===== config.mk =====
export PLATFORM = sky130hd
export DESIGN_NAME = rr_arbiter_onehot
export DESIGN_NICKNAME = d
export VERILOG_FILES = /design/src/rtl/rr_arbiter_onehot_pkg.sv /design/src/rtl/rr_arbiter_onehot_pick.sv /design/src/rtl/rr_arbiter_onehot.sv
export SDC_FILE = /design/constraint.sdc
export NUM_CORES = 1
export LEC_CHECK = 0
export CAP_MARGIN = 20
export CORE_MARGIN = 8
export CORE_UTILIZATION = 45
export DETAILED_ROUTE_END_ITERATION = 8
export GPL_ROUTABILITY_DRIVEN = 1
export PLACE_DENSITY = 0.72
export SLEW_MARGIN = 20
export SYNTH_ARGS = -nofsm -noshare
export SYNTH_HDL_FRONTEND = slang
export SYNTH_HIERARCHICAL = 1
export SYNTH_SLANG_ARGS = --single-unit

===== constraint.sdc =====
create_clock -name clk -period 2.81 [get_ports clk]
set_input_delay 0.843 -clock clk [delete_from_list [all_inputs] [get_ports clk]]
set_output_delay 0.843 -clock clk [all_outputs]
set_load 0.005 [all_outputs]

===== src/rtl/rr_arbiter_onehot_pkg.sv =====
// Shared constants and types for the round-robin one-hot arbiter and the
// 8-to-3 encoder stage it feeds.
//   ARB_N      number of requesters / one-hot grant width (encoder input width)
//   ARB_IDX_W  index width, $clog2(ARB_N) (encoder output width)
//   arb_state_t  arbiter FSM encoding
package rr_arbiter_onehot_pkg;

  localparam int ARB_N     = 8;
  localparam int ARB_IDX_W = 3;

  typedef enum logic {
    ST_IDLE  = 1'b0,
    ST_GRANT = 1'b1
  } arb_state_t;

endpackage


===== src/rtl/rr_arbiter_onehot_pick.sv =====
// rr_pick: purely combinational round-robin selection.
//   req          in   N      candidate request vector
//   last_ptr     in   IDX_W  index of the most recently accepted grant
//   pick_onehot  out  N      selected requester, one-hot (zero if req==0)
//   pick_idx     out  IDX_W  index of the selected requester
//   pick_any     out  1      at least one candidate present
// Requesters strictly above last_ptr win first; if none are present the
// search wraps to the lowest set bit of the full vector.
module rr_pick
  import rr_arbiter_onehot_pkg::*;
#(
  parameter int N     = ARB_N,
  parameter int IDX_W = ARB_IDX_W
) (
  input  logic [N-1:0]     req,
  input  logic [IDX_W-1:0] last_ptr,
  output logic [N-1:0]     pick_onehot,
  output logic [IDX_W-1:0] pick_idx,
  output logic             pick_any
);

  logic [N-1:0] above_mask;
  logic [N-1:0] masked;
  logic [N-1:0] src;

  always_comb begin
    above_mask = '0;
    for (int i = 0; i < N; i++) begin
      above_mask[i] = (i > int'(last_ptr));
    end
    masked = req & above_mask;
    src    = (masked != '0) ? masked : req;
    // Two's-complement trick isolates the lowest set bit, so the result is
    // one-hot by construction (or zero when src is zero).
    pick_onehot = src & (~src + N'(1));
    pick_idx    = '0;
    for (int i = 0; i < N; i++) begin
      if (pick_onehot[i]) pick_idx = IDX_W'(i);
    end
    pick_any = |req;
  end

endmodule


===== src/rtl/rr_arbiter_onehot.sv =====
// rr_arbiter_onehot: round-robin arbiter with a registered one-hot grant that
// drives the downstream 8-to-3 encoder directly.
//   clk           in   1      rising-edge clock
//   reset         in   1      asynchronous, active-high
//   req           in   N      level requests, bit i = requester i
//   grant_ready   in   1      consumer takes the current grant this cycle
//   grant_valid   out  1      grant_onehot carries a valid grant
//   grant_onehot  out  N      registered one-hot grant (all-zero when idle)
//   last_ptr      out  IDX_W  index of the most recently accepted grant
//
// Handshake: a grant transfers on a rising edge where grant_valid and
// grant_ready are both high. While grant_valid is high and grant_ready is low
// the grant is held unchanged (never retracted, even if its req bit drops).
// grant_ready is ignored while grant_valid is low.
module rr_arbiter_onehot
  import rr_arbiter_onehot_pkg::*;
#(
  parameter int N     = ARB_N,
  parameter int IDX_W = ARB_IDX_W
) (
  input  logic             clk,
  input  logic             reset,
  input  logic [N-1:0]     req,
  input  logic             grant_ready,
  output logic             grant_valid,
  output logic [N-1:0]     grant_onehot,
  output logic [IDX_W-1:0] last_ptr
);

  arb_state_t       state, state_nxt;
  logic [N-1:0]     grant_q;
  logic [IDX_W-1:0] grant_idx_q;
  logic [IDX_W-1:0] last_ptr_q;

  logic [N-1:0]     pick_req;
  logic [IDX_W-1:0] pick_ptr;
  logic [N-1:0]     pick_onehot;
  logic [IDX_W-1:0] pick_idx;
  logic             pick_any;
  logic             handshake;

  assign handshake = (state == ST_GRANT) && grant_ready;

  // In GRANT the picker already looks ahead: the granted bit is removed and
  // the pointer is the grant being accepted, so the next winner can be
  // registered on the handshake edge with no idle bubble.
  always_comb begin
    pick_req = req;
    pick_ptr = last_ptr_q;
    if (state == ST_GRANT) begin
      pick_req = req & ~grant_q;
      pick_ptr = grant_idx_q;
    end
  end

  rr_pick #(
    .N     (N),
    .IDX_W (IDX_W)
  ) u_pick (
    .req         (pick_req),
    .last_ptr    (pick_ptr),
    .pick_onehot (pick_onehot),
    .pick_idx    (pick_idx),
    .pick_any    (pick_any)
  );

  // State register
  always_ff @(posedge clk or posedge reset) begin
    if (reset) state <= ST_IDLE;
    else       state <= state_nxt;
  end

  // Next-state logic
  always_comb begin
    state_nxt = state;
    case (state)
      ST_IDLE:  if (pick_any) state_nxt = ST_GRANT;
      ST_GRANT: if (handshake && !pick_any) state_nxt = ST_IDLE;
      default:  state_nxt = ST_IDLE;
    endcase
  end

  // Output logic
  always_comb begin
    grant_valid = (state == ST_GRANT);
  end

  // Grant and pointer registers
  always_ff @(posedge clk or posedge reset) begin
    if (reset) begin
      grant_q     <= '0;
      grant_idx_q <= '0;
      last_ptr_q  <= IDX_W'(N - 1);
    end else begin
      case (state)
        ST_IDLE: begin
          if (pick_any) begin
            grant_q     <= pick_onehot;
            grant_idx_q <= pick_idx;
          end
        end
        ST_GRANT: begin
          if (grant_ready) begin
            last_ptr_q <= grant_idx_q;
            if (pick_any) begin
              grant_q     <= pick_onehot;
              grant_idx_q <= pick_idx;
            end else begin
              grant_q <= '0;
            end
          end
        end
        default: grant_q <= '0;
      endcase
    end
  end

  assign grant_onehot = grant_q;
  assign last_ptr     = last_ptr_q;

endmodule


======== Yosys cells after proc, flatten, opt, wreduce, memory -nomap -nowiden ========
Cells that the tools add are included.
storage, ports and cells
  bits in registers ....................... 15
  output and inout port bits .............. 12
  word-level logic and storage cells ...... 47
cells by class
  add/sub/neg operators ................... 1
  $lt $le $gt $ge ......................... 7
  equality and inequality tests ........... 2
  mux-type cells .......................... 20
  bitwise gates (word level) .............. 6
  reductions and logical operators ........ 7
operators by type and width
  kind                                                           number
  2-to-1 mux 8 bit                                               5
  AND 8 bit                                                      3
  2-to-1 mux 3 bit                                               7
  NOT 8 bit                                                      2
  one-hot mux 8 bit (2 select lines)                             1
  greater-than comparator 3 bit (first input constant)           4
  adder 8 x 1 -> 8 bit (second input constant)                   1
  nonzero test 8 bit                                             1
  OR reduction 8 bit                                             1
  greater-than comparator 2 x 3 -> 1 bit (first input constant)  2
  one-hot mux 3 bit (2 select lines)                             1
  2-to-1 mux 2 bit                                               2
  inequality test 2 bit (second input constant)                  2
  AND reduction 2 bit                                            2
  greater-than comparator 1 x 3 -> 1 bit (first input constant)  1
  2-to-1 mux 1 bit                                               3
  logical AND 1 bit                                              2
  one-hot mux 1 bit (2 select lines)                             1
  logical NOT 1 bit                                              1
  NOT 1 bit                                                      1

======== Logic depth before layout (Yosys ltp) ========
Gate-level depths: netlist (run 1).
  depth after elaboration ................. 19
  mapped depth ............................ 9
  gate-level depth less buffers ........... 7

======== Hierarchy ========
The synthesis (run 1) kept the hierarchy.
modules (own cells, without submodules)
  module             instances  cells each  area an instance (sq um)
  rr_arbiter_onehot  1          48          668.1
  rr_pick            1          62          392.9

======== Worst setup path after synthesis (run 1) ========
No wires, ideal clock.
  path kind ............................... input port to flip-flop
  start ................................... input port req[4]
  end ..................................... register grant_idx_q[0]
  library setup time ...................... 0.125 ns
  arrival ................................. 2.531 ns
  data required time ...................... 2.685 ns
  path slack .............................. 0.154 ns
  stages .................................. 7
  path buffers ............................ 0
  cell sequence ........................... a21boi_0 or4_4 nor2_1 a21oi_2 o31ai_4 o221ai_2 mux2_2
on the way
  word-level cells in the longest chain between the ends .. 18
RTL lines
  element                                 RTL line                                           RTL
  from (decl)                             rr_arbiter_onehot.sv:23                            input logic [N-1:0] req,
  AND 8 bit                               rr_arbiter_onehot.sv:51                            pick_req = req & ~grant_q;
  2-to-1 mux 8 bit (*)                    rr_arbiter_onehot.sv:50                            if (state == ST_GRANT) begin
  AND 8 bit                               rr_arbiter_onehot_pick.sv:31                       masked = req & above_mask;
  nonzero test 8 bit                      rr_arbiter_onehot_pick.sv:32                       src = (masked != '0) ? masked : req;
  2-to-1 mux 8 bit (*)                    rr_arbiter_onehot_pick.sv:32
  NOT 8 bit                               rr_arbiter_onehot_pick.sv:35                       pick_onehot = src & (~src + N'(1));
  adder 8 x 1 -> 8 bit                    rr_arbiter_onehot_pick.sv:35
  AND 8 bit (*)                           rr_arbiter_onehot_pick.sv:35
  2-to-1 mux 1 bit                        rr_arbiter_onehot_pick.sv:38                       if (pick_onehot[i]) pick_idx = IDX_W'(i);
  2-to-1 mux 2 bit (2 in a row)           rr_arbiter_onehot_pick.sv:38
  2-to-1 mux 3 bit (3 in a row)           rr_arbiter_onehot_pick.sv:38
  2-to-1 mux 3 bit (*)                    rr_arbiter_onehot_pick.sv:38
  via pick_idx[0]                         rr_arbiter_onehot.sv:38                            logic [IDX_W-1:0] pick_idx;
  2-to-1 mux 3 bit (*)                    rr_arbiter_onehot.sv:97, rr_arbiter_onehot.sv:105
  2-to-1 mux 3 bit                        rr_arbiter_onehot.sv:103                           if (grant_ready) begin
  one-hot mux 3 bit (2 select lines) (*)  rr_arbiter_onehot.sv:95                            case (state)
  to (signal assigned)                    rr_arbiter_onehot.sv:99                            grant_idx_q <= pick_idx;
  to (signal assigned)                    rr_arbiter_onehot.sv:107                           grant_idx_q <= pick_idx;
  to (decl)                               rr_arbiter_onehot.sv:32                            logic [IDX_W-1:0] grant_idx_q;
Mark *: on every way through the listed nets, which the timed path passes. The rest lies on a longest branch. The select of a mux whose other input is x is not followed.
A chain may end at the register's enable or synchronous reset.

======== Worst setup path after layout (run 1) ========
  start ................................... input port req[5]
  end ..................................... register grant_idx_q[2]
on the way
  word-level cells in the longest chain between the ends .. 15
RTL lines
  element                                 RTL line                                           RTL
  AND 8 bit                               rr_arbiter_onehot.sv:51
  2-to-1 mux 8 bit (*)                    rr_arbiter_onehot.sv:50
  via pick_req[5]                         rr_arbiter_onehot.sv:35                            logic [N-1:0] pick_req;
  AND 8 bit                               rr_arbiter_onehot_pick.sv:31
  nonzero test 8 bit                      rr_arbiter_onehot_pick.sv:32
  2-to-1 mux 8 bit (*)                    rr_arbiter_onehot_pick.sv:32
  NOT 8 bit                               rr_arbiter_onehot_pick.sv:35
  adder 8 x 1 -> 8 bit                    rr_arbiter_onehot_pick.sv:35
  AND 8 bit (*)                           rr_arbiter_onehot_pick.sv:35
  2-to-1 mux 3 bit (3 in a row)           rr_arbiter_onehot_pick.sv:38
  2-to-1 mux 3 bit (*)                    rr_arbiter_onehot_pick.sv:38
  via pick_idx[2]                         rr_arbiter_onehot.sv:38
  2-to-1 mux 3 bit (*)                    rr_arbiter_onehot.sv:97, rr_arbiter_onehot.sv:105
  2-to-1 mux 3 bit                        rr_arbiter_onehot.sv:103
  one-hot mux 3 bit (2 select lines) (*)  rr_arbiter_onehot.sv:95
Marked as above.

==> results of run 1 <==
==> worst max-delay path, delay by kind of cell <==
| family | cells | cell delay, ps |
|---|---|---|
| buffers and inverters | 2 | 590 |
| AND/OR/NAND/NOR | 3 | 720 |
| AO/OA/AOI/OAI | 3 | 510 |
| multiplexers | 1 | 250 |
==> area by class of cell <==
type | instances | share of cell area [%]
timing repair buffer | 41 | 24.5
clock buffer | 4 | 1.77
sequential | 15 | 25.5
multi-input combinational | 86 | 44.4
inverter | 6 | 1.52
tap | 28 | 2.36
==> state kept, by name, indices dropped and copies added, names as in the netlist <==
name	count
last_ptr	3
grant_valid	1
grant_idx_q	3
grant_onehot	8
==> synth_stat cells, types with 2 or more instances <==
cell	instances	area [um2]
a22o_1	8	70.1
mux2_2	7	78.8
nand2b_1	4	25.0
nor2b_1	2	12.5
a31oi_1	2	12.5
o21ai_1	3	15.0
nand3_1	3	15.0
dfstp_2	3	78.8
o31ai_1	3	22.5
nor3b_1	4	30.0
a21boi_0	8	60.1
mux2_4	2	30.0
inv_1	6	22.5
nand2_1	7	26.3
dfrtp_1	12	300
nor2_1	7	26.3
o21ai_0	6	30.0
==> cells by family after synthesis <==
family	share of synthesized area, %
compound gates	28.5
buf+inv	4.36
flops	35.7
mux	10.3
simple gates	21.1
==> what timing repair did <==
| item | in CTS | in global routing |
|---|---|---|
| endpoints found under the setup margin | 4 | 9 |
| pin swaps | 1 | 1 |
| cloned | 0 | 0 |
| buffers inserted | 2 | 0 |
| resized for setup | 1 | 7 |
==> report_power, final <==
part | internal (mW) | total (mW) | switching, mW
clock | 0.0551 | 0.123 | 0.0677
sequential | 0.323 | 0.389 | 0.0664
combinational | 0.559 | 1.02 | 0.465
==> worst paths after layout <==
check,start,to,slack [ps],depth (start not counted)
setup / recovery,req[5],grant_idx_q[2],80,9
hold / removal,grant_onehot[0],grant_onehot[0],530,1
setup reg to reg,grant_valid,grant_idx_q[1],370,8
hold reg to reg,grant_onehot[0],grant_onehot[0],530,1
max in group asynchronous,reset,last_ptr[1],1510,2
min in group asynchronous,reset,grant_valid,910,2
==> metal layers <==
layer	global-route usage, %	part of all wire [%]
met3	6.19	8.7
met2	25.0	50
met4	3.81	1.3
met1	16.4	40
met5	0	0
==> reports/metrics.yaml, run 1 <==
worstSetupPathType: "input pin to flop"
ant_nets: 0
setup_viol: 0
finalCritPeriodShare_pct: 97.1
root_buffer: "clkbuf_4"
cp.required_ps: 2990
cts.sinks: 15
drv_slew: 0
die_area_um2: 4170
drc: 0
hp-class: "flop to flop"
arrival_ps: 2910
viasPerCell: 5.84
area_growth_pct: 39.9
dominantRegCellSynth: "dfrtp_1"
ys_seq_area_share_pct: 35.7
leakagePower_nw: 0.630
finish.instance_area_um2: 1480
die_h_um: 64.6
tightest_slew_ps: 578
cpPeakStageDelay_ps: 530
setup-tns-final_ps: 0
outcome: "finished clean"
crit_path_end_kind: "flop"
wl_per_cell_um: 16.2
syn-num-nets: 121
cap_violations: 0
grt_pass1_wl_mm: 5.03
place_hpwl_mm: 2.29
start_kind: "input pin"
drive_above_1_share_pct: 29.6
ys_types: 40
antenna_cells: 0
regArea_um2: 379
dp_slack_ps: -372
port_buffers: 22
syn_area_um2: 1060
cts_buffer_depth: 2
cts_tree: "done"
cp_max_fo: 4
ctsHoldBuffers: 0
placed_area_um2: 1420
synth_edf_count: 0
drt_iter0_drc: 56
grt_overflow_total: 0
finalWorstSetupSlack_ps: 81.3
fin_crit_ps: 2730
grt_max_degree: 16
rows: 17
dr_total_vias: 1051
die_x_um: 64.6
syn_avg_cell_area_um2: 9.65
timing.hold.ws_ps: 529
multi_input_area_um2: 658
nets: 164
htreeDepth: 1
yosysWarningCount: 6
grt_antenna_before_repair: 0
final_cell_mix: "22 x clkdlybuf4s50_1, 19 x buf_4, 12 x dfrtp_1, 8 x a22o_1"
gp_congestion: 0.982
max_freq_mhz: 366
slew_headroom_pct: 61.4
fp.coreArea_um2: 2210
fillers: 191
fin_worst_skew_ps: 7.90
grt_usage_pct: 14.6
power_density_nw_per_um2: 1030
grt_pass1_vias: 1063
fin_util_pct: 67.1
synthArstFlopShare_pct: 100
path_cells: "clkdlybuf4s50_1 > a21boi_2 > or4_4 > nor2_1 > a21oi_2 > o31ai_4 > buf_4 > nor3b_1 > mux2_4"
clk_latency_ps: 280
totalWireLength_mm: 2.92
ys_ff_latch: 15
clkSlewWorstSetupHoldPaths_ps: 90
final_common_cell: "clkdlybuf4s50_1"
synth_cells: 110
hold_viol: 0
io-pin-count: 23
cts_buffers: 3
finalNonFillerCells: 180
design_power_total_mw: 1.54
drt_first_pass_iters: 4
critPathSlowestCell: "or4_4"
placed_cells: 174
start_util_pct: 48.0
ir_drop_v: 0.000664
rsz0062_at_grt: "true"
(Power assumes the default switching activity.)
==> run 2, diff against run 1 <==
- SLEW_MARGIN: 20 -> 10
==> results of run 2 <==
Final layout, timing and power as in run 1 (identical DEF).
==> variant 1, RTL diff (settings of run 1) <==
Change the package constant `ARB_IDX_W` from 3 to 4.
--- a/src/rtl/rr_arbiter_onehot_pkg.sv
+++ b/src/rtl/rr_arbiter_onehot_pkg.sv
@@ -7,5 +7,5 @@
 
   localparam int ARB_N     = 8;
-  localparam int ARB_IDX_W = 3;
+  localparam int ARB_IDX_W = 4;
 
   typedef enum logic {
Interface: changed (resized last_ptr); port bits go from 23 to 24. The function was not compared with the original's and may differ.
==> variant 1 against run 1 <==
Setup slack got worse by 0.044 ns. Critical path type unchanged. First-iteration DRC count is 140% higher. Total power is 0.91% lower. Sequential cell count increased by 2. Largest power group unchanged. Clock skew is 0.0066 ns lower. Sequential share of layout area decreased by 3.3 points. Clock power grew 9.8%. Cell area increased by 31%. Fmax shrank 1.6%. Routed wire length up 27%. Critical endpoint is now grant_idx_q[1]$_DFFE_PP0P_. Synthesized area increased by 15%. Global-route usage up 3.0 points.
==> variant 1: results (changes against run 1) <==
[global_routing]
first_global_vias = 1331  ; +25%
grt_use_met3_pct = 3.601  ; -2.6 points
met2_usage_pct = 29.89  ; +4.9 points
grt_usage_pct = 17.61  ; +3.0 points
grt_use_met1_pct = 20.62  ; +4.2 points
grt_pass1_wl_mm = 6.230  ; +24%

[min_path]
min-delay-start = grant_onehot[3]$_DFFE_PP0P_
hold_end = grant_onehot[3]$_DFFE_PP0P_

[critical_path]
slowest_stage = a211oi_4
cpPeakStageDelay_ns = 0.37  ; -0.16 ns
r2r_cells = 9  ; +1
startpoint = req[7]
worstPathArrival_ns = 2.97  ; +0.06 ns

[cts]
clk_latency_ns = 0.30  ; +0.02 ns

[cells_and_area]
buffer_area_share_pct = 28.79  ; +4.3 points
stdcell_count = 214  ; +19%
clock_cell_area_share_pct = 1.356  ; -0.41 points
seq_share_pct = 22.21  ; -3.3 points
n_all_buffers = 64  ; +56%
multi_input_area_sq_um = 873.3  ; +33%
drive_gt1_share_pct = 44.81  ; +15 points
seq_cells = 17  ; +2
n_fill_cell = 193  ; +1.0%
inv_count = 3  ; -3

[place]
place_congestion = 0.9427  ; -4.0%
io_buffers = 23  ; +4.5%
dpl.hpwl_mm = 2.690  ; +18%
dpl_worst_slack_ns = -0.5662  ; -0.1946 ns
placed_area_sq_um = 1702  ; +20%

[pwr]
total_leakage_power_nw = 0.8601  ; +37%
ir_drop_v = 0.0005922  ; -11%

[synthesis]
syn_nets = 132  ; +9.1%
synth_cell_types = 45  ; +13%
syn_avg_cell_area_sq_um = 10.12  ; +5.0%
synthTopCellsByCount = dfrtp_1 (14), mux2_2 (10), nor2_1 (10)
ys_top_cells_by_area = dfrtp_1 (29%), mux2_2 (9.2%), dfstp_2 (6.4%), a22o_1 (5.7%), a21boi_0 (4.9%)

[sta]
period_share_pct = 98.66  ; +1.6 points
fin_skew_ns = 0.001300  ; -0.006599 ns
slew_headroom_pct = 56.94  ; -4.5 points
whs_ns = 0.5367  ; +0.007372 ns

[floorplanning]
die_w_um = 68.18  ; +5.6%

[route]
wl_met1_mm = 1.570  ; +34%
viasPerCell = 5.692  ; -2.5%
drt_wl_total_mm = 3.702  ; +27%
wl_met3_um = 161  ; -37%
drt_iter0_markers = 136  ; +140%

[outcome]
status = complete, no violations

[variant 1: what timing repair did]
item / 4_1_cts / 5_1_grt
setup buffers: 5 / 3
hold buffers: 0 / 0
pin swaps: 9 / 5
setup endpoints to repair: 7 / 4
endpoints found under the hold margin: 0 / 0
resized for setup: 30 / 7
[variant 1: worst max-delay path: cells and delay by family]
family                 cells  cell delay (ns)
and+or+nand+nor            3             0.51
AOI/OAI and AO/OA          3             0.80
muxes                      1             0.27
buffers and inverters      3             0.53
[variant 1: logic make-up after synthesis]
logic type | count (synthesis) | synth area share [%]
mux | 13 | 12.46
compound gates | 36 | 25.13
buf+inv | 9 | 5.515
other cells | 1 | 0.3061
flops | 17 | 35.04
simple gates | 45 | 21.55
[variant 1: report_power, final]
group	switching, mW	internal, mW	total (mW)	leakage (nW)
logic	0.462	0.541	1.00	0.636
clock network	0.0795	0.0555	0.135	0.0150
registers	0.0579	0.326	0.384	0.209
==> variant 2, RTL diff (config.mk and constraints of run 1) <==
Made on the original files. Make the reset (`reset`) synchronous in 2 clocked blocks. Comments in the files are not updated.
--- a/src/rtl/rr_arbiter_onehot.sv
+++ b/src/rtl/rr_arbiter_onehot.sv
@@ -66,5 +66,5 @@
 
   // State register
-  always_ff @(posedge clk or posedge reset) begin
+  always_ff @(posedge clk) begin
     if (reset) state <= ST_IDLE;
     else       state <= state_nxt;
@@ -87,5 +87,5 @@
 
   // Grant and pointer registers
-  always_ff @(posedge clk or posedge reset) begin
+  always_ff @(posedge clk) begin
     if (reset) begin
       grant_q     <= '0;
Check against the original RTL: differs if reset is asserted again (counterexample within 4 cycles, from zero or initial values and one cycle with reset high); with reset held inactive, the same outputs for 10 cycles.
==> variant 2 against run 1 <==
Setup slack lost 0.026 ns. Global-route usage is 0.29 points lower. Sequential cell count did not move. Fmax fell by 0.93%. Synthesized area is 6.8% higher. Cell area increased by 4.9%. Sequential share of layout area shrank 6.3 points. Highest routed layer unchanged. Synthesized cell count grew 18%. First-iteration DRC count is 7.1% higher. Largest cell class unchanged. Routed wire length up 7.6%. Core utilization fell by 3.1 points.
Power is not compared: it rests on default switching activity, and its combinational part moved more than twofold at a synthesized area within 25%.
==> variant 2: results (changes against run 1) <==
[synthesis]
syn_nets = 141  ; +17%
ys_top_cells_by_area = dfxtp_1 (26%), a32oi_1 (7.0%), a21boi_0 (5.3%), nor2_1 (5.0%), a21oi_2 (3.1%)
syn_avg_cell_area_sq_um = 8.720  ; -9.6%
synthArstFlopShare_pct = 0  ; -100 points

[cells_and_area]
syn2layout_area_growth_pct = 37.31
multi_input_area_share_pct = 50.64  ; +6.3 points
utilization_pct = 63.99  ; -3.1 points
regArea_sq_um = 300.3  ; -21%
nNetsFinal = 182  ; +11%
drive_gt1_share_pct = 32.35  ; +2.7 points
n_fill_cell = 219  ; +15%

[place]
dpl_worst_slack_ns = -0.3505  ; +0.02108 ns
dpl.hpwl_mm = 2.396  ; +4.8%

[global_routing]
first_global_vias = 1149  ; +8.1%
grt_usage_pct = 14.34  ; -0.29 points
grt_use_met1_pct = 16.37  ; about the same
met2_usage_pct = 24.37  ; -0.60 points
grt_pass1_wl_mm = 5.085  ; +1.1%

[route]
drt_iter0_markers = 60  ; +7.1%
drt_wl_total_mm = 3.141  ; +7.6%
vias = 1147  ; +9.1%

[outcome]
status = complete, no violations

[sta]
whs_ns = 0.5049  ; -0.02441 ns
fin_skew_ns = 0.004317  ; -0.003582 ns

[critical_path]
crit_path_max_fanout = 7  ; +3
cpPeakStageDelay_ns = 0.58  ; +0.05 ns

[variant 2: cell types whose count changed after synthesis, sizes merged, moves of 6 or more]
cell and change:
dfxtp +15, a22o -8, mux2 -6, a32oi +8
dfrtp -12, nor2 +8
[variant 2: worst paths after layout]
check                                start                            to
setup / recovery                    req[7]  grant_onehot[6]$_SDFFE_PP0P_
hold reg to reg   last_ptr[0]$_SDFFE_PP1P_      last_ptr[0]$_SDFFE_PP1P_
setup reg to reg    grant_valid$_SDFF_PP0_   grant_idx_q[1]$_SDFFE_PP0P_
hold / removal    last_ptr[0]$_SDFFE_PP1P_      last_ptr[0]$_SDFFE_PP1P_
[variant 2: routing by layer]
metal	routed length (um)	up-vias
met1	1369	537
met2	1523	34
li1	-	574
met4	24	0
met5	0	-
met3	224	2
[variant 2: logic make-up after synthesis]
kind of cell | share of synthesized area [%]
DFF | 26.49
buffers and inverters | 8.166
AOI/OAI and AO/OA | 34.00
and+or+nand+nor | 26.38
muxes | 4.967
